$ cat src/rtl/obi_apb_splitter_pkg.sv
// Shared types and address-decode helper for the OBI to APB splitter.
// Optional ACCESS watchdog in the top is enabled by defining OBI_APB_TIMEOUT_EN.
package obi_apb_splitter_pkg;

    typedef enum logic [2:0] {
        IDLE     = 3'd0,
        SETUP    = 3'd1,
        ACCESS   = 3'd2,
        RESP     = 3'd3,
        ERR_RESP = 3'd4
    } state_e;

    typedef struct packed {
        logic [3:0]  idx;
        logic [31:0] start_addr;
        logic [31:0] end_addr;
    } addr_rule_t;

    typedef struct packed {
        logic       hit;
        logic [3:0] idx;
    } dec_t;

    // Window 0 (lowest addresses) belongs to the highest target index.
    function automatic dec_t decode_idx(input logic [31:0] addr, input logic [31:0] base,
                                        input logic [31:0] size, input logic [4:0] n);
        dec_t        d;
        logic [31:0] off;
        logic [4:0]  win;
        off   = addr - base;
        win   = 5'(off / size);
        d.hit = (addr >= base) && (off < (size * {27'd0, n}));
        d.idx = d.hit ? 4'(n - 5'd1 - win) : 4'd0;
        return d;
    endfunction

    function automatic logic inv_par(input logic bit_in);
        return ~bit_in;
    endfunction

endpackage

$ cat src/rtl/obi_apb_decode.sv
// Combinational address decoder: byte address -> {hit, one-hot select, target index}.
module obi_apb_decode
    import obi_apb_splitter_pkg::*;
#(
    parameter int unsigned NUM_APB   = 4,
    parameter logic [31:0] ADDR_BASE = 32'h0105_0000,
    parameter logic [31:0] SS_SIZE   = 32'h0000_1000,
    parameter int unsigned IDXW      = (NUM_APB > 1) ? $clog2(NUM_APB) : 1
) (
    input  logic [31:0]        addr,
    output logic               hit,
    output logic [NUM_APB-1:0] onehot,
    output logic [IDXW-1:0]    idx
);

    dec_t dec_s;
    logic unused_dec_s;

    assign dec_s        = decode_idx(addr, ADDR_BASE, SS_SIZE, 5'(NUM_APB));
    assign hit          = dec_s.hit;
    assign idx          = dec_s.idx[IDXW-1:0];
    assign unused_dec_s = ^dec_s;

    for (genvar i = 0; i < NUM_APB; i++) begin : g_rule
        localparam addr_rule_t RULE = '{
            idx:        4'(i),
            start_addr: 32'(ADDR_BASE + SS_SIZE * (NUM_APB - 1 - i)),
            end_addr:   32'(ADDR_BASE + SS_SIZE * (NUM_APB - i))
        };
        assign onehot[i] = (addr >= RULE.start_addr) && (addr < RULE.end_addr);
    end

endmodule

$ cat src/rtl/obi_apb_splitter.sv
// Single-initiator OBI to NUM_APB x APB3/APB4 bridge, one transaction outstanding.
// Define OBI_APB_TIMEOUT_EN to add an ACCESS-phase watchdog that errors out stuck targets.
module obi_apb_splitter
    import obi_apb_splitter_pkg::*;
#(
    parameter int unsigned NUM_APB        = 4,
    parameter int unsigned OBI_AW         = 32,
    parameter int unsigned OBI_DW         = 32,
    parameter int unsigned OBI_IDW        = 1,
    parameter int unsigned APB_AW         = 32,
    parameter int unsigned APB_DW         = 32,
    parameter logic [31:0] ADDR_BASE      = 32'h0105_0000,
    parameter logic [31:0] SS_SIZE        = 32'h0000_1000,
    parameter int unsigned SS_CTRL_W      = 7,
    parameter int unsigned TIMEOUT_CYCLES = 256
) (
    input  logic                      clk,
    input  logic                      reset_n,
    input  logic                      obi_req,
    output logic                      obi_gnt,
    input  logic [OBI_AW-1:0]         obi_addr,
    input  logic                      obi_we,
    input  logic [OBI_DW/8-1:0]       obi_be,
    input  logic [OBI_DW-1:0]         obi_wdata,
    input  logic [OBI_IDW-1:0]        obi_aid,
    input  logic                      obi_reqpar,
    input  logic                      obi_rreadypar,
    output logic                      obi_rvalid,
    input  logic                      obi_rready,
    output logic [OBI_DW-1:0]         obi_rdata,
    output logic                      obi_err,
    output logic [OBI_IDW-1:0]        obi_rid,
    output logic                      obi_gntpar,
    output logic                      obi_rvalidpar,
    input  logic [SS_CTRL_W-1:0]      ss_ctrl_icn,
    output logic [NUM_APB-1:0]        apb_psel,
    output logic                      apb_penable,
    output logic                      apb_pwrite,
    output logic [APB_AW-1:0]         apb_paddr,
    output logic [APB_DW-1:0]         apb_pwdata,
    output logic [APB_DW/8-1:0]       apb_pstrb,
    input  logic [NUM_APB*APB_DW-1:0] apb_prdata,
    input  logic [NUM_APB-1:0]        apb_pready,
    input  logic [NUM_APB-1:0]        apb_pslverr
);

    localparam int unsigned IDXW = (NUM_APB > 1) ? $clog2(NUM_APB) : 1;

    state_e               state_r;
    logic [NUM_APB-1:0]   psel_r;
    logic                 penable_r;
    logic                 pwrite_r;
    logic [APB_AW-1:0]    paddr_r;
    logic [APB_DW-1:0]    pwdata_r;
    logic [APB_DW/8-1:0]  pstrb_r;
    logic                 we_r;
    logic [IDXW-1:0]      idx_r;
    logic                 rvalid_r;
    logic [OBI_DW-1:0]    rdata_r;
    logic                 err_r;
    logic [OBI_IDW-1:0]   rid_r;

    logic                 dec_hit_s;
    logic [NUM_APB-1:0]   dec_onehot_s;
    logic [IDXW-1:0]      dec_idx_s;
    logic [APB_DW-1:0]    prdata_sel_s;
    logic                 unused_s;

`ifdef OBI_APB_TIMEOUT_EN
    localparam int unsigned TMO_RAW = $clog2(TIMEOUT_CYCLES);
    localparam int unsigned TMO_W   = (TMO_RAW < 8) ? 8 : ((TMO_RAW > 32) ? 32 : TMO_RAW);
    logic [TMO_W-1:0] tmo_cnt_r;
`endif

    obi_apb_decode #(
        .NUM_APB   (NUM_APB),
        .ADDR_BASE (ADDR_BASE),
        .SS_SIZE   (SS_SIZE),
        .IDXW      (IDXW)
    ) u_decode (
        .addr   (obi_addr),
        .hit    (dec_hit_s),
        .onehot (dec_onehot_s),
        .idx    (dec_idx_s)
    );

    assign obi_gnt       = (state_r == IDLE) && obi_req;
    assign obi_gntpar    = inv_par(obi_gnt);
    assign obi_rvalid    = rvalid_r;
    assign obi_rvalidpar = inv_par(rvalid_r);
    assign obi_rdata     = rdata_r;
    assign obi_err       = err_r;
    assign obi_rid       = rid_r;
    assign apb_psel      = psel_r;
    assign apb_penable   = penable_r;
    assign apb_pwrite    = pwrite_r;
    assign apb_paddr     = paddr_r;
    assign apb_pwdata    = pwdata_r;
    assign apb_pstrb     = pstrb_r;
    assign prdata_sel_s  = apb_prdata[idx_r*APB_DW +: APB_DW];
    assign unused_s      = ^{obi_reqpar, obi_rreadypar, ss_ctrl_icn[SS_CTRL_W-1:1],
                             TIMEOUT_CYCLES[0]};

    // Bridge FSM; all APB and OBI response outputs are registered here.
    always_ff @(posedge clk or negedge reset_n) begin
        if (!reset_n) begin
            state_r   <= IDLE;
            psel_r    <= '0;
            penable_r <= 1'b0;
            pwrite_r  <= 1'b0;
            paddr_r   <= '0;
            pwdata_r  <= '0;
            pstrb_r   <= '0;
            we_r      <= 1'b0;
            idx_r     <= '0;
            rvalid_r  <= 1'b0;
            rdata_r   <= '0;
            err_r     <= 1'b0;
            rid_r     <= '0;
`ifdef OBI_APB_TIMEOUT_EN
            tmo_cnt_r <= '0;
`endif
        end else begin
            case (state_r)
                IDLE: begin
                    if (obi_req) begin
                        rid_r <= obi_aid;
                        we_r  <= obi_we;
                        idx_r <= dec_idx_s;
                        // Enable is sampled only here, so in-flight accesses are unaffected.
                        if (dec_hit_s && ss_ctrl_icn[0]) begin
                            psel_r   <= dec_onehot_s;
                            pwrite_r <= obi_we;
                            paddr_r  <= obi_addr[APB_AW-1:0];
                            pwdata_r <= obi_wdata;
                            pstrb_r  <= obi_be;
                            state_r  <= SETUP;
                        end else begin
                            rvalid_r <= 1'b1;
                            err_r    <= 1'b1;
                            rdata_r  <= '0;
                            state_r  <= ERR_RESP;
                        end
                    end
                end
                SETUP: begin
                    penable_r <= 1'b1;
                    state_r   <= ACCESS;
`ifdef OBI_APB_TIMEOUT_EN
                    tmo_cnt_r <= '0;
`endif
                end
                ACCESS: begin
                    if (apb_pready[idx_r]) begin
                        rdata_r   <= we_r ? '0 : prdata_sel_s;
                        err_r     <= apb_pslverr[idx_r];
                        rvalid_r  <= 1'b1;
                        psel_r    <= '0;
                        penable_r <= 1'b0;
                        pwrite_r  <= 1'b0;
                        paddr_r   <= '0;
                        pwdata_r  <= '0;
                        pstrb_r   <= '0;
                        state_r   <= RESP;
`ifdef OBI_APB_TIMEOUT_EN
                    end else if (tmo_cnt_r == TMO_W'(TIMEOUT_CYCLES - 1)) begin
                        rdata_r   <= '0;
                        err_r     <= 1'b1;
                        rvalid_r  <= 1'b1;
                        psel_r    <= '0;
                        penable_r <= 1'b0;
                        pwrite_r  <= 1'b0;
                        paddr_r   <= '0;
                        pwdata_r  <= '0;
                        pstrb_r   <= '0;
                        state_r   <= RESP;
                    end else begin
                        tmo_cnt_r <= tmo_cnt_r + TMO_W'(1);
`endif
                    end
                end
                RESP, ERR_RESP: begin
                    if (obi_rready) begin
                        rvalid_r <= 1'b0;
                        err_r    <= 1'b0;
                        rdata_r  <= '0;
                        state_r  <= IDLE;
                    end
                end
                default: begin
                    psel_r    <= '0;
                    penable_r <= 1'b0;
                    rvalid_r  <= 1'b0;
                    state_r   <= IDLE;
                end
            endcase
        end
    end

endmodule

$ cat config.mk
export PLATFORM = sky130hd
export DESIGN_NAME = obi_apb_splitter
export DESIGN_NICKNAME = d
export VERILOG_FILES = /design/src/rtl/obi_apb_splitter_pkg.sv /design/src/rtl/obi_apb_decode.sv /design/src/rtl/obi_apb_splitter.sv
export SDC_FILE = /design/constraint.sdc
export NUM_CORES = 1
export LEC_CHECK = 0
export ABC_CLOCK_PERIOD_IN_PS = 1900
export CORE_MARGIN = 2
export CORE_UTILIZATION = 37
export CTS_BUF_LIST = sky130_fd_sc_hd__clkbuf_8
export CTS_CLUSTER_SIZE = 8
export DETAILED_ROUTE_END_ITERATION = 16
export PLACE_DENSITY = 0.9
export SLEW_MARGIN = 20
export SYNTH_ARGS = -nofsm -noshare
export SYNTH_HDL_FRONTEND = slang
export SYNTH_HIERARCHICAL = 1
export SYNTH_SLANG_ARGS = --single-unit
$ cat constraint.sdc
create_clock -name clk -period 1.9 [get_ports clk]
set_input_delay 0.19 -clock clk [delete_from_list [all_inputs] [get_ports clk]]
set_output_delay 0.19 -clock clk [all_outputs]
set_load 0.03 [all_outputs]
==> results.json <==
{
  "status": "complete, but fails checks",
  "violations": "setup timing",
  "diodes": 0,
  "ir_drop_mv": 0.9153,
  "drive_above_1_share_pct": 24.08,
  "arrival_ns": 2.88,
  "synth_top_family_by_area": "multiplexers",
  "hold_ws_ns": 0.01281,
  "initial_core_util_pct": 37.62,
  "p_per_area_nw_per_um2": 1032,
  "dp.cells": 1110,
  "period_minus_slack_ns": 2.579,
  "ioPinCount": 331,
  "worstSetupEndpoint": "obi_rdata[8]",
  "hpwlAfterDp_mm": 15.29,
  "clkLatencyLatePin_ns": 0.43,
  "routedWlPerCell_um": 18.09,
  "cp_max_fo": 5,
  "cts-buffers-inserted": 17,
  "synthAdderAreaFrac_pct": 0,
  "fin_crit_sh_pct": 135.7,
  "num_rows": 47,
  "avgSynthCellArea_um2": 11.24,
  "seqCellArea_um2": 2883,
  "core-area_um2": 16520,
  "ff2ff_setup_slack_ns": -0.19,
  "num-nets-final": 1158,
  "start_kind": "input pin",
  "drv_cap": 0,
  "crit_start": "obi_addr[20]",
  "final_common_cell": "clkdlybuf4s50_1",
  "die_area_um2": 17850,
  "synth-edff-count": 0,
  "fill_cells": 1244,
  "synth_simple_gate_area_share_pct": 13.69,
  "die_w_um": 133.6,
  "synth_xor_area_share_pct": 0,
  "setup_tns_ns": -57.23,
  "timing.slew.headroom_pct": 55.89,
  "instances_no_fill": 1171,
  "vias": 5787,
  "setup_viol": 110,
  "min_path_type": "input pin to register",
  "regToRegStartpoint": "idx_r[0]",
  "slew_viol_final": 0,
  "antenna_found_initial": 0,
  "yosysWarningCount": 6,
  "grt_max_degree": 116,
  "finalWorstSetupSlack_ns": -0.6792,
  "ys.flop_type": "dfrtp_1",
  "syn_nets": 772,
  "synth_compound_area_share_pct": 9.722,
  "dp_slack_ns": -1.349,
  "cts.sinks": 115,
  "tightest_slew_ns": 0.6617,
  "grt.total_usage_pct": 23.66,
  "multi_input_area_um2": 2882,
  "worstSetupPathType": "input pin to register",
  "wl_mm": 21.18,
  "clk_path_buf_depth": 2,
  "syn_area_um2": 6216,
  "fmax_ghz": 0.3877,
  "detail-route-antenna-nets": 0,
  "clock-root-buffer": "clkbuf_8",
  "place_congestion": 0.8558,
  "drt_first_iter_violations": 284,
  "drc_errors": 0,
  "ys_seq_area_share_pct": 46.30,
  "async_flop_share_pct": 100.0,
  "syn_to_final_growth_pct": 74.98,
  "clock_skew_ns": 0.01064,
  "yosys.cell_types.count": 51,
  "rsz0062_at_grt": "true",
  "crit_required_ns": 2.20,
  "overflow": 0,
  "rr_worst_depth": 7,
  "p_leak_nw": 4.625,
  "final_util_pct": 65.82,
  "vias_per_cell": 4.942,
  "firstDrtPassIters": 6,
  "port_buffers": 322,
  "synth_seq_cells": 115,
  "fp.dieH_um": 133.6,
  "end_kind": "register",
  "grt_pass1_wl_mm": 32.87,
  "final_cell_mix": "303 x clkdlybuf4s50_1, 111 x dfrtp_1, 75 x inv_1",
  "yosys-mux-area-fraction_pct": 21.36,
  "grt_pass1_vias": 6156,
  "syn_inst": 553,
  "finalHoldViolations": 0,
  "reg2reg_to": "obi_rdata[8]",
  "h-tree-depth": 4,
  "clk_pin_slew_ns": 0.07,
  "cts_tree": "done"
}
worst max-delay path, stage by stage:
cell and delay, ns:
buf_6 0.09, or3_4 0.37, o31a_1 0.32, o211ai_1 0.34
a211oi_2 0.16, and2_4 0.17, a211o_1 0.28, a211oi_4 0.25
buf_6 0.17, buf_12 0.11, buf_12 0.11, mux2_4 0.29
metal layers:
layer | track usage, % | up-vias | share of wire (%)
met3 | 7.344 | 48 | 7.8
met2 | 41.64 | 241 | 51
met5 | 0 | - | 0
met4 | 9.870 | 0 | 3.1
met1 | 26.59 | 2780 | 38
li1 | - | 2718 | -
through the flow:
stage / area, um2 / power [mW]
floorplan: 6235 / 6.053
global placement: 9940 / 8.385
detailed placement: 9940 / 8.491
CTS: 10840 / 11.33
global route: 10880 / 11.78
finish: 10880 / 11.23
where the power goes:
group / internal, mW / switching [mW]
Clock: 1.65 / 0.996
Combinational: 2.27 / 2.65
Sequential: 3.22 / 0.444
Total: 7.14 / 4.09
cells in the mapped netlist, types with 3 or more instances:
library cell | n | area (um2)
clkbuf_1 | 9 | 33.78
inv_1 | 74 | 277.8
mux2_2 | 9 | 101.4
nand2b_1 | 3 | 18.77
nor3_1 | 7 | 35.03
nor2b_1 | 32 | 200.2
o21ai_1 | 37 | 185.2
nor2_1 | 8 | 30.03
a21oi_1 | 4 | 20.02
or4_1 | 3 | 22.52
buf_6 | 15 | 168.9
o211ai_1 | 3 | 22.52
a32o_1 | 4 | 40.04
buf_2 | 6 | 30.03
o21ai_0 | 36 | 180.2
mux2_4 | 30 | 450.4
nand3_1 | 71 | 355.3
dfrtp_1 | 115 | 2878
mux4_2 | 34 | 765.7
buf_1 | 7 | 26.28
or2_2 | 3 | 18.77
nand2_1 | 8 | 30.03
layout make-up:
class	instances	share of cell area (%)
timing repair buffer	406	37.64
clock buffer	20	2.531
clock inverter	11	1.691
tap	220	2.531
sequential	115	26.50
inverter	75	2.611
multi-input combinational	324	26.49
cell families after synthesis:
kind of cell | Yosys count
multiplexers | 74
AND/OR/NAND/NOR | 150
AO/OA/AOI/OAI | 100
flip-flops | 115
buffers and inverters | 114
flip-flops by register name, indices dropped and copies added, names as in the netlist:
signal / count
apb_paddr: 32
apb_penable: 1
apb_psel: 4
apb_pstrb: 4
apb_pwdata: 32
apb_pwrite: 1
idx_r: 2
obi_err: 1
obi_rdata: 32
obi_rid: 1
obi_rvalid: 1
state_r: 3
we_r: 1
what timing repair did:
action / CTS / global route
pin swaps: 16 / 14
gates cloned: 5 / 2
endpoints found under the setup margin: 113 / 113
endpoints found under the hold margin: 116 / 0
buffers inserted: 20 / 11
resized for setup: 63 / 28
hold buffers: 2 / 0
how the worst min path moves through the flow:
stage / cells past startpoint / from / endpoint / slack (ns)
5_1_grt: 3 / obi_addr[16] / apb_paddr[16] / 0.01
3_3_place_gp: 2 / reset_n / apb_paddr[23] / 0.33
3_5_place_dp: 2 / reset_n / apb_paddr[23] / 0.34
2_1_floorplan: 0 / reset_n / apb_paddr[0] / -0.11
4_1_cts: 3 / obi_addr[21] / apb_paddr[21] / 0.02
6_report: 3 / obi_addr[30] / apb_paddr[30] / 0.01
Power figures use the tool's default switching activity.
==> RTL change 1, RTL diff (same settings) <==
`SS_SIZE` is set to 32'h0000_1000 in 2 places; all go to 32'h00000800.
--- a/src/rtl/obi_apb_decode.sv
+++ b/src/rtl/obi_apb_decode.sv
@@ -5,5 +5,5 @@
     parameter int unsigned NUM_APB   = 4,
     parameter logic [31:0] ADDR_BASE = 32'h0105_0000,
-    parameter logic [31:0] SS_SIZE   = 32'h0000_1000,
+    parameter logic [31:0] SS_SIZE   = 32'h00000800,
     parameter int unsigned IDXW      = (NUM_APB > 1) ? $clog2(NUM_APB) : 1
 ) (
--- a/src/rtl/obi_apb_splitter.sv
+++ b/src/rtl/obi_apb_splitter.sv
@@ -11,5 +11,5 @@
     parameter int unsigned APB_DW         = 32,
     parameter logic [31:0] ADDR_BASE      = 32'h0105_0000,
-    parameter logic [31:0] SS_SIZE        = 32'h0000_1000,
+    parameter logic [31:0] SS_SIZE        = 32'h00000800,
     parameter int unsigned SS_CTRL_W      = 7,
     parameter int unsigned TIMEOUT_CYCLES = 256
Behaviour: not the same (a bounded check fails within 4 cycles, from zero or initial values and one cycle with reset_n low).
==> RTL change 1 against the unedited design <==
The run still ends with negative setup slack left; via count is 7.7% higher; highest routed layer unchanged; total power increased by 2.1%; clock power down 9.1%; cell area is 9.6% higher; sequential share of layout area down 2.3 points; sequential cell count stayed put; die area grew 0.66%; largest cell class unchanged; utilization increased by 6.1 points; cell count increased by 1.7%; wire length rose by 20%; critical endpoint is now obi_rdata[5]$_DFFE_PN0P_; worst setup slack worse by 0.031 ns; synthesized area is 0.68% higher; critical path depth decreased by 1; critical path type unchanged.
==> RTL change 1: results (changes against the unedited design) <==
\begin{tabular}{lr}
\hline
Metric & Value \\
\hline
\multicolumn{2}{l}{\textbf{Synthesis}} \\
Post-synthesis mux area share & 0.214 (+0.000348) \\
Cell types with the largest area share after synthesis & sky130\_fd\_sc\_hd\_\_dfrtp\_1, sky130\_fd\_sc\_hd\_\_mux4\_2, sky130\_fd\_sc\_hd\_\_mux2\_4 \\
Avg Synthesized Cell Area & 11.2 sq um (-0.57\%) \\
Net count of the mapped netlist & 779 (+0.91\%) \\
\multicolumn{2}{l}{\textbf{Setup path}} \\
Setup slack of the most critical reg-to-reg path & -0.23 ns (-0.04 ns) \\
Largest delay share family, worst path & simple AND/OR/NAND/NOR gates \\
Delay of the slowest critical-path stage & 0.55 ns (+0.18 ns) \\
Standard cell with the maximum stage delay on the critical path & sky130\_fd\_sc\_hd\_\_or4\_4 \\
Reg2reg path depth & 8 (+1) \\
Critical Path Fanout Max & 8 (+3) \\
Beginning of the critical path & obi\_addr[21] \\
\multicolumn{2}{l}{\textbf{Final layout}} \\
Filler cell count & 1,081 (-13\%) \\
\#MultiIn Comb & 332 (+2.5\%) \\
Total area of multi-input combinational cells & 3460 sq um (+20\%) \\
Final net count & 1,179 (+1.8\%) \\
Layout buffering overhead excluding clock cells & 0.388 (+0.0111) \\
\multicolumn{2}{l}{\textbf{Placement}} \\
Placed wire-length estimate after detailed placement & 16,000 microns (+4.4\%) \\
Worst setup timing slack at the placement stage & -1.57 ns (-0.218 ns) \\
Cell count after placement & 1,109 (-0.090\%) \\
Global placer's final weighted congestion & 0.865 (+1.1\%) \\
\multicolumn{2}{l}{\textbf{Routing}} \\
DR vias/cell & 5.24 (+5.9\%) \\
Routed length on met3 & 1710 microns (+3.1\%) \\
WL final & 25,300 microns (+20\%) \\
Met1 WL & 9220 microns (+15\%) \\
\multicolumn{2}{l}{\textbf{Outcome}} \\
Status & finished with violations \\
Violations in the final reports & negative setup slack \\
\multicolumn{2}{l}{\textbf{Pwr}} \\
Reg power frac & 0.323 (-0.003) \\
Leakage power figure & 0.00488 uW (+5.4\%) \\
Worst IR Drop VDD & 912 uV (-0.37\%) \\
Comb. pwr & 5360 uW (+8.9\%) \\
\multicolumn{2}{l}{\textbf{GRT}} \\
M3 GR Usage & 0.0847 (+0.0112) \\
Vias in the first global route & 6,874 (+12\%) \\
Maximum number of pins on one net before global-route repair & 70 (-40\%) \\
Met1 layer usage reported by global route & 0.305 (+0.0392) \\
Wire length of the first global-routing pass & 38,300 microns (+17\%) \\
\multicolumn{2}{l}{\textbf{Timing}} \\
Final Worst Setup Slack & -0.710 ns (-0.0311 ns) \\
Worst slew margin relative to its limit & 0.643 (+0.0846) \\
Final setup violation count & 108 (-1.8\%) \\
\multicolumn{2}{l}{\textbf{Min path}} \\
Hold path startpoint & obi\_addr[15] \\
\hline
\end{tabular}
RTL change 1: cell types whose count changed after synthesis, moves of 3 or more:
cell                      unedited run  this run
sky130_fd_sc_hd__nand2_1             8        12
sky130_fd_sc_hd__and4_1              0         3
sky130_fd_sc_hd__nor3_1              7         4
sky130_fd_sc_hd__nor2_1              8        11
RTL change 1: logic make-up after synthesis:
family / after synthesis
AO/OA/AOI/OAI: 98
buffers and inverters: 113
flip-flops: 115
multiplexers: 75
AND/OR/NAND/NOR: 159
RTL change 1: stage by stage:
step	setup TNS (ns)	hold WS (ns)	total power [uW]	area (sq um)
floorplan	-65.42	-0.106	6050	6300
global placement	-133.13	0.155	8350	9940
detailed placement	-137.33	0.160	8470	9940
CTS	-58.78	0.0462	11300	11800
global route	-69.45	0.0750	12000	11900
finish	-65.90	0.0934	11500	11900
==> RTL change 2, RTL diff (same settings) <==
Made on the original files. Encoding of `state_e`: now one-hot (5 bits for 5 states).
--- a/src/rtl/obi_apb_splitter_pkg.sv
+++ b/src/rtl/obi_apb_splitter_pkg.sv
@@ -3,10 +3,10 @@
 package obi_apb_splitter_pkg;
 
-    typedef enum logic [2:0] {
-        IDLE     = 3'd0,
-        SETUP    = 3'd1,
-        ACCESS   = 3'd2,
-        RESP     = 3'd3,
-        ERR_RESP = 3'd4
+    typedef enum logic [4:0] {
+        IDLE     = 5'b00001,
+        SETUP    = 5'b00010,
+        ACCESS   = 5'b00100,
+        RESP     = 5'b01000,
+        ERR_RESP = 5'b10000
     } state_e;
 
Behaviour: same outputs for any inputs over 4 cycles, from zero or initial values and one cycle with reset_n low; so few cycles prove little.
==> RTL change 2 against the unedited design <==
Synthesized area decreased by 10%; the flow still finishes with violations (negative setup slack); wire length increased by 14%; worst setup slack improved by 0.27 ns; cell area decreased by 1.5%; synthesized cell count decreased by 26%; utilization increased by 7.3 points; critical path type unchanged; total power decreased by 29%; sequential cell count increased by 2; count of clock-buffer cells in the layout unchanged; largest power group unchanged.
==> RTL change 2: results (changes against the unedited design) <==
\begin{tabular}{lr}
\hline
Metric & Value \\
\hline
\multicolumn{2}{l}{\textbf{GRT}} \\
M3 GR Usage & 0.0755 (+0.00206) \\
Maximum number of pins on one net before global-route repair & 118 (+1.7\%) \\
Met2 usage in global routing & 0.506 (+0.0899) \\
Met1 layer usage reported by global route & 0.334 (+0.0678) \\
Global-route usage over all layers & 0.291 (+0.0544) \\
Vias in the first global route & 6,164 (+0.13\%) \\
\multicolumn{2}{l}{\textbf{Synthesis}} \\
Count of different cell masters after synthesis & 50 (-2.0\%) \\
Part of the Yosys area used for sequential elements & 0.524 (+0.0612) \\
Post-synthesis mux area share & 0.154 (-0.0593) \\
Top cells by instance count after synthesis & sky130\_fd\_sc\_hd\_\_dfrtp\_1, sky130\_fd\_sc\_hd\_\_a22o\_1, sky130\_fd\_sc\_hd\_\_mux4\_2 \\
Post-Synth XOR/XNOR Area & 0.00313 (+0.00313) \\
Cell types with the largest area share after synthesis & sky130\_fd\_sc\_hd\_\_dfrtp\_1, sky130\_fd\_sc\_hd\_\_mux4\_2, sky130\_fd\_sc\_hd\_\_a22o\_1 \\
\multicolumn{2}{l}{\textbf{Routing}} \\
Detailed router's first-iteration violation count & 488 (+72\%) \\
Met1 WL & 8630 microns (+7.4\%) \\
First-pass DRT Iterations & 7 (+1) \\
DR vias/cell & 5.72 (+16\%) \\
WL final & 24,100 microns (+14\%) \\
Routed length on met3 & 2030 microns (+22\%) \\
Met2 wirelength from detailed routing & 12,400 microns (+15\%) \\
\multicolumn{2}{l}{\textbf{Placement}} \\
Standard cell area after detailed placement & 9330 sq um (-6.1\%) \\
Global placer's final weighted congestion & 0.937 (+9.4\%) \\
Placed wire-length estimate after detailed placement & 15,000 microns (-2.2\%) \\
\multicolumn{2}{l}{\textbf{Pwr}} \\
Comb. pwr & 2900 uW (-41\%) \\
Reported clock group power & 2430 uW (-8.0\%) \\
Total power consumption of the routed design & 7980 uW (-29\%) \\
NetSw & 2390 uW (-42\%) \\
\multicolumn{2}{l}{\textbf{Outcome}} \\
Violations in the final reports & negative setup slack \\
Status & finished with violations \\
\multicolumn{2}{l}{\textbf{Setup path}} \\
Data arrival, critical path & 2.62 ns (-0.26 ns) \\
Critical Path Fanout Max & 8 (+3) \\
\multicolumn{2}{l}{\textbf{Timing}} \\
Worst slew margin relative to its limit & 0.501 (-0.0580) \\
Final Worst Setup Slack & -0.406 ns (+0.273 ns) \\
Final setup violation count & 108 (-1.8\%) \\
\multicolumn{2}{l}{\textbf{Final layout}} \\
Share of post-route cells with drive strength above 1 & 0.269 (+0.0285) \\
\hline
\end{tabular}
-- RTL change 2: worst paths after layout --
kind / from / to / slack (ns) / cells past startpoint
max: obi_addr[20] / obi_rdata[2]$_DFFE_PN0P_ / -0.41 / 12
min: obi_addr[14] / apb_paddr[14]$_DFFE_PN0P_ / 0.008 / 2
max reg2reg: state_r[0]$_DFFE_PN1P_ / obi_rdata[2]$_DFFE_PN0P_ / -0.30 / 8
min reg2reg: obi_rdata[18]$_DFFE_PN0P_ / obi_rdata[18]$_DFFE_PN0P_ / 0.49 / 1
max in group asynchronous: reset_n / state_r[4]$_DFFE_PN0P_ / 1.02 / 3
min in group asynchronous: reset_n / apb_pstrb[0]$_DFFE_PN0P_ / 0.40 / 3
-- RTL change 2: repair_timing --
item,in CTS,in global routing
cloned,20,7
setup buffers,28,9
pin swaps,33,52
hold buffers,1,0
hold endpoints to repair,116,0
gates resized for setup,87,45
setup endpoints to repair,113,109
-- RTL change 2: layout make-up --
cell class                      instances  area, sq um
Timing Repair Buffer                  426         4520
Fill cell                             912         3940
Clock buffer                           20          275
Sequential cell                       117         2930
Tap cell                              184          230
Inverter                               12         47.5
Clock inverter                         12          154
Multi-Input combinational cell        241         2550
-- RTL change 2: cells by family (layout without fill, tap and decap cells) --
family / count (synthesis) / in the layout
compound gates: 136 / 136
xor+xnor: 2 / 2
buf+inv: 51 / 470
flops: 117 / 117
mux: 43 / 43
simple gates: 60 / 60
-- RTL change 2: through the flow --
| stage | cells | worst slack, ns | hold slack (ns) |
|---|---|---|---|
| floorplan | 409 | -0.542 | -0.106 |
| CTS | 1010 | -0.406 | 0.0516 |
| global placement | 929 | -1.11 | 0.311 |
| global route | 1012 | -0.435 | 0.0179 |
| detailed placement | 929 | -1.20 | 0.330 |
| finish | 1012 | -0.406 | 0.00784 |
